<file path="src/rtl/il_pingpong_ctrl.sv">
// Address and handshake controller for a two-bank ping-pong block interleaver.
// One bank is filled row-major while the other, full bank is read out in permuted order.
module il_pingpong_ctrl #(
    parameter int unsigned ROWS = 4,
    parameter int unsigned COLS = 4,
    parameter int unsigned MODE = 0,
    parameter int unsigned AW   = 4
) (
    input  logic          clk,
    input  logic          rst,
    input  logic          in_valid,
    output logic          in_ready,
    input  logic          flush,
    output logic          wr_en,
    output logic          wr_bank,
    output logic [AW-1:0] wr_addr,
    output logic          wr_zero,
    output logic          rd_en,
    output logic          rd_bank,
    output logic [AW-1:0] rd_addr,
    output logic          out_valid,
    input  logic          out_ready,
    output logic          out_last,
    output logic [1:0]    bank_full
);
    localparam int unsigned   N    = ROWS * COLS;
    localparam logic [AW-1:0] LAST = AW'(N - 1);

    typedef enum logic {W_DATA, W_PAD} wstate_e;

    wstate_e       wstate;
    wstate_e       wstate_nxt;
    logic          run;
    logic [AW-1:0] j;
    logic [AW-1:0] k;
    logic          padding;
    logic          accept;
    logic          wr_done;
    logic          rd_done;
    logic          flush_go;
    logic [1:0]    full_nxt;

    // Write-side state register
    always_ff @(posedge clk or negedge rst) begin
        if (!rst) begin
            wstate <= W_DATA;
        end else begin
            wstate <= wstate_nxt;
        end
    end

    // Write-side next state: enter padding on a valid flush, leave on the block's last write
    always_comb begin
        wstate_nxt = wstate;
        case (wstate)
            W_DATA:  if (flush_go) wstate_nxt = W_PAD;
            W_PAD:   if (wr_done)  wstate_nxt = W_DATA;
            default: wstate_nxt = W_DATA;
        endcase
    end

    // Write-side outputs; flush only counts for a partial block not being completed this cycle
    always_comb begin
        padding  = (wstate == W_PAD);
        in_ready = run && !bank_full[wr_bank] && !padding;
        accept   = in_valid && in_ready;
        wr_en    = accept || padding;
        wr_zero  = padding;
        wr_addr  = j;
        wr_done  = wr_en && (j == LAST);
        flush_go = flush && !padding && (j != '0) && !wr_done;
    end

    // Read side issue and bank occupancy; the two banks never update the same flag in one cycle
    always_comb begin
        rd_en    = bank_full[rd_bank] && (!out_valid || out_ready);
        rd_done  = rd_en && (k == LAST);
        full_nxt = bank_full;
        if (wr_done) full_nxt[wr_bank] = 1'b1;
        if (rd_done) full_nxt[rd_bank] = 1'b0;
    end

    // Permuted read address: column-wise walk of the row-major matrix (or its transpose)
    always_comb begin
        if (MODE == 0) begin
            rd_addr = AW'((32'(k) % ROWS) * COLS + 32'(k) / ROWS);
        end else begin
            rd_addr = AW'((32'(k) % COLS) * ROWS + 32'(k) / COLS);
        end
    end

    // Counters, bank pointers and occupancy; run keeps in_ready low until the first clock out of reset
    always_ff @(posedge clk or negedge rst) begin
        if (!rst) begin
            run       <= 1'b0;
            j         <= '0;
            k         <= '0;
            wr_bank   <= 1'b0;
            rd_bank   <= 1'b0;
            bank_full <= '0;
        end else begin
            run       <= 1'b1;
            bank_full <= full_nxt;
            if (wr_en) begin
                j <= wr_done ? '0 : j + AW'(1);
                if (wr_done) wr_bank <= ~wr_bank;
            end
            if (rd_en) begin
                k <= rd_done ? '0 : k + AW'(1);
                if (rd_done) rd_bank <= ~rd_bank;
            end
        end
    end

    // Output qualifiers track the RAM's one-cycle read latency and hold under backpressure
    always_ff @(posedge clk or negedge rst) begin
        if (!rst) begin
            out_valid <= 1'b0;
            out_last  <= 1'b0;
        end else if (rd_en) begin
            out_valid <= 1'b1;
            out_last  <= rd_done;
        end else if (out_ready) begin
            out_valid <= 1'b0;
            out_last  <= 1'b0;
        end
    end

endmodule

</file>
<file path="config.mk">
export PLATFORM = sky130hd
export DESIGN_NAME = il_pingpong_ctrl
export DESIGN_NICKNAME = d
export VERILOG_FILES = /design/src/rtl/il_pingpong_ctrl.sv
export SDC_FILE = /design/constraint.sdc
export NUM_CORES = 1
export LEC_CHECK = 0
export BUFFER_PORTS_ARGS = -buffer_cell sky130_fd_sc_hd__buf_2
export CAP_MARGIN = 25
export CORE_AREA = 2 2 44 46
export CTS_CLUSTER_DIAMETER = 150
export DETAILED_ROUTE_END_ITERATION = 10
export DIE_AREA = 0 0 46 48
export PLACE_DENSITY = 0.71
export SLEW_MARGIN = 20
export SYNTH_ARGS = -nofsm -noshare
export SYNTH_HDL_FRONTEND = slang
export SYNTH_SLANG_ARGS = --single-unit
export TNS_END_PERCENT = 5
</file>
<file path="constraint.sdc">
create_clock -name clk -period 1.5 [get_ports clk]
set_input_delay 0.075 -clock clk [delete_from_list [all_inputs] [get_ports clk]]
set_output_delay 0.075 -clock clk [all_outputs]
set_load 0.005 [all_outputs]
</file>
Yosys cells after proc, flatten, opt, wreduce, memory -nomap -nowiden
Index checks and enable logic that the tools add are counted.
W data, S select, Z words.
Storage, ports and cells
  logic and storage cells: 63
  register bits: 16
  output and inout bits: 18
  bits of input ports: 5
Cells by class
  mux-type cells: 18
  bitwise gates (word level): 6
  reduce and logical (&&, ||, !) cells: 21
  equal/unequal tests: 2
  add/subtract/negate cells: 3
  order comparisons: 4
Operators with widths (count)
  $logic_and A1 B1 Y1: 11
  $mux W1: 11
  $add A4 B1 Y4 const B: 2
  $eq A4 B4 Y1 const B: 2
  $mux W4: 2
  $add A4 B2 Y4: 1
  $logic_not A1 Y1: 4
  $lt A1 B2 Y1 const B: 2
  $mux W2: 2
  $reduce_and A2 Y1: 2
  $reduce_bool A4 Y1: 1
  $not A1 Y1: 3
  $and A2 B2 Y2: 1
  $demux W1 S1: 2
  $ge A1 B1 Y1 const B: 2
  $logic_or A1 B1 Y1: 2
  $not A2 Y2: 1
  $or A2 B2 Y2: 1
  $pmux W1 S2: 1
  $reduce_bool A2 Y1: 1

Depth between registers and ports, before layout
  depth in word-level cells: 12
  depth in mapped cells: 5
  mapped depth without buffers: 5

Worst setup path after synthesis
OpenSTA, ideal clock, no wires.
  kind: reg2reg
  start point: register wr_bank
  end point: register j[2] (netlist: wr_addr[2])
  library setup time: 0.126 ns
  path slack: 0.117 ns
  required time: 1.374 ns
  cell stages (with the launch flop): 6
  path buffers: 0
  clock period less this slack: 1.383 ns
  arrival: 1.257 ns
  cells stage by stage: dfrtp_1 mux2_2 o21ba_2 inv_2 nand2_1 xnor2_1
On the way
  cells in the longest elaborated chain, start to end: 9
RTL lines
  from (decl): RTL line 15  | output logic wr_bank,
  from (signal assigned): RTL line 106  | if (wr_done) wr_bank <= ~wr_bank;
  $mux W1 (not written as such) * (2 in series): RTL line 65  | in_ready = run && !bank_full[wr_bank] && !padding;
  $logic_not A1 Y1 *: RTL line 65
  $logic_and A1 B1 Y1 * (2 in series): RTL line 65
  $logic_and A1 B1 Y1 *: RTL line 66  | accept = in_valid && in_ready;
  $logic_or A1 B1 Y1 *: RTL line 67  | wr_en = accept || padding;
  named net wr_en: RTL line 14  | output logic wr_en,
  $logic_and A1 B1 Y1: RTL line 70  | wr_done = wr_en && (j == LAST);
  $mux W4: RTL line 105  | j <= wr_done ? '0 : j + AW'(1);
  to (signal assigned): RTL line 105
  to (decl): RTL line 34  | logic [AW-1:0] j;
The timed path passes the listed nets; every way through them passes the cells marked *. The select of a mux whose other input is x is not followed.
A chain may end at the register's enable or synchronous reset.

Final worst setup path
  start point: register wr_bank
  end point: output port wr_en
On the way
  cells in the longest elaborated chain, start to end: 7
RTL lines (RTL line)
  $mux W1 (not written as such) (2 in series): 65
  $logic_not A1 Y1: 65
  $logic_and A1 B1 Y1 (2 in series): 65
  $logic_and A1 B1 Y1: 66
  $logic_or A1 B1 Y1: 67
  to (decl): 14
Every way passes these cells. The select of a mux whose other input is x is not followed.

==> results_dict.tcl <==
set metrics [dict create \
    path_cells "mux2_4, o21ba_4, inv_2, buf_2" \
    dr.pass1.iters 4 \
    drt-initial-drc-count 7 \
    cts_buffer_depth 2 \
    peakVddDrop_mv 0.983 \
    grt_usage_pct 14.9 \
    die-area_um2 2210 \
    path_clk_slew_ns 0.09 \
    place_area_um2 908 \
    io_pins 23 \
    synthToLayoutAreaGrowth_pct 30.1 \
    syn_area_um2 769 \
    fin_crit_ns 1.49 \
    rows 15 \
    clk-insertion-delay-late_ns 0.29 \
    cts_tree "done" \
    syn-num-nets 78 \
    drt-total-wl_um 1500 \
    drv_cap 0 \
    hp-class "in -> reg" \
    gp_congestion 0.734 \
    routedWlPerCell_um 12.6 \
    chipHeight_um 48 \
    num_vias 639 \
    ys_seq_elements 16 \
    syn_avg_cell_area_um2 11.0 \
    p_total_mw 2.11 \
    die_w_um 46 \
    grt_max_degree 17 \
    setup_violations 0 \
    path_delay_family "flip-flops" \
    final.setup.tns_ns 0 \
    grt.overflow.total 0 \
    yosysSeqAreaShare_pct 52.0 \
    ant_nets 0 \
    end_kind "output port" \
    fmax_mhz 670 \
    powerDensity_nw_per_um2 2110 \
    num_antenna_cells 0 \
    cts-htree-levels 1 \
    crit_arrival_ns 1.42 \
    syn_inst 70 \
    cp.required_ns 1.42 \
    core_area_um2 1690 \
    slowest_stage "dfrtp_1" \
    ys_types 27 \
    worstPathMaxFanout 4 \
    drc_errors 0 \
    grt_setup_unrepaired "yes" \
    p_leak_nw 0.490 \
    cts.root.buffer_cell "clkbuf_4" \
    grt_pass1_vias 535 \
    numCtsBuffers 3 \
    io_buffers 22 \
    dpl.hpwl_um 1000 \
    layout_common_cells "22 x buf_2, 16 x dfrtp_1, 8 x nand2_1" \
    yosysWarningCount 0 \
    max_stage_delay_ns 0.41 \
    drive_gt1_share_pct 38.2 \
    hold_viol_final 0 \
    fin_crit_sh_pct 99.5 \
    fin_nets 111 \
    cts.sinks 16 \
    maxSlewViolCount 0 \
    grt_pass1_wl_um 2280 \
    antenna_found_initial 0 \
    path_buf_inv 2 \
    critPathKind "reg -> out" \
    fin_skew_ns 0.00983 \
    start_kind "register" \
    layout_commonest_cell "buf_2" \
    design_area_um2 1000 \
    vias_per_cell 5.37 \
    outcome "finished, final reports clean" \
    start_util_pct 45.6 \
]
## worst reg2reg max path, cell delays in order, from the launching register on
cell	delay, ns
dfrtp_1	0.41
mux2_4	0.33
o21ba_4	0.22
inv_2	0.07
buf_4	0.12
nand2_1	0.06
xnor2_1	0.12
## cell usage after synthesis
library cell | count | area [um2]
nor3_1 | 1 | 5.00
inv_1 | 5 | 18.8
mux2i_1 | 1 | 10.0
o22a_1 | 2 | 17.5
xnor2_1 | 3 | 26.3
nor2_1 | 3 | 11.3
a31oi_1 | 1 | 6.26
o21ba_2 | 1 | 10.0
inv_2 | 1 | 3.75
nand4_4 | 1 | 21.3
o31ai_1 | 1 | 7.51
and2_1 | 1 | 6.26
dfrtp_1 | 16 | 400
o211ai_1 | 1 | 7.51
nand2b_1 | 1 | 6.26
nor2_2 | 1 | 6.26
nand2_1 | 8 | 30.0
xor2_1 | 1 | 8.76
a21oi_1 | 2 | 10.0
o21ai_0 | 5 | 25.0
a32o_1 | 1 | 10.0
mux2_2 | 3 | 33.8
nor3b_1 | 2 | 15.0
a21oi_4 | 1 | 16.3
nand3_1 | 3 | 15.0
conb_1 | 1 | 3.75
ha_1 | 3 | 37.5
## per-stage QoR
step	std cells	hold slack, ns	setup WS (ns)	util (%)
after floorplan	70	-0.221	0.117	-
after global placement	110	0.0104	0.161	53.8
after detailed placement	110	0.00829	0.123	53.8
after CTS	118	0.0216	0.00410	58.4
after global routing	119	0.0494	-0.0271	59.3
final	119	0.0284	0.00686	59.3
## layout make-up
class	count	area (um2)
fillers	146	688
repair buffers	28	160
well taps	17	21.3
clock buffers	4	36.3
multi-input cells	48	360
inverters	6	22.5
flip-flops and latches	16	400
## path summary, 6_finish.rpt
check	from	end	slack (ns)	cells past startpoint
setup / recovery	wr_bank	wr_en	0.007	4
hold / removal	flush	wr_zero	0.03	3
setup reg to reg	wr_bank	wr_addr[2]	0.08	6
hold reg to reg	out_last	out_last	0.54	2
max in group asynchronous	rst	wr_addr[0]	1.03	2
min in group asynchronous	rst	out_last	0.21	2
## cells by family (layout without fill, tap and decap cells)
group,count (synthesis),in the layout,synth area share (%)
compound gates,15,15,14.3
xor+xnor,4,4,4.55
fa+ha+maj,3,3,4.88
buf+inv,6,38,2.93
flops,16,16,52.0
mux,4,4,5.69
other cells,1,1,0.487
simple gates,21,21,15.1
## registers in the layout, summed over array words and instances (netlist names)
| register | count |
|---|---|
| wr_bank | 1 |
| wr_zero | 1 |
| wr_addr | 4 |
| out_valid | 1 |
| bank_full | 2 |
| rd_bank | 1 |
| run | 1 |
| out_last | 1 |
| k | 4 |
## metal layers
metal,routed length [um],up-vias,part of all wire (%),global-route usage [%]
li1,-,308,-,-
met1,611,305,41,17.3
met2,772,26,52,25.8
met3,112,0,7.5,6.04
met4,0,0,0,3.43
met5,0,-,0,0
## power by group
part	internal [mW]	total (mW)	leakage, nW	switching [mW]
Combinational	0.528	0.976	0.279	0.448
Clock	0.148	0.285	0.0210	0.137
Sequential	0.621	0.850	0.191	0.229
## repair_timing
item,4_1_cts,5_1_grt
hold buffers,2,0
pin swaps,0,1
setup buffers,2,1
endpoints found under the setup margin,1,3
gates resized for setup,1,2
endpoints found under the hold margin,17,0
No activity file was read; power rests on OpenSTA's default activity.
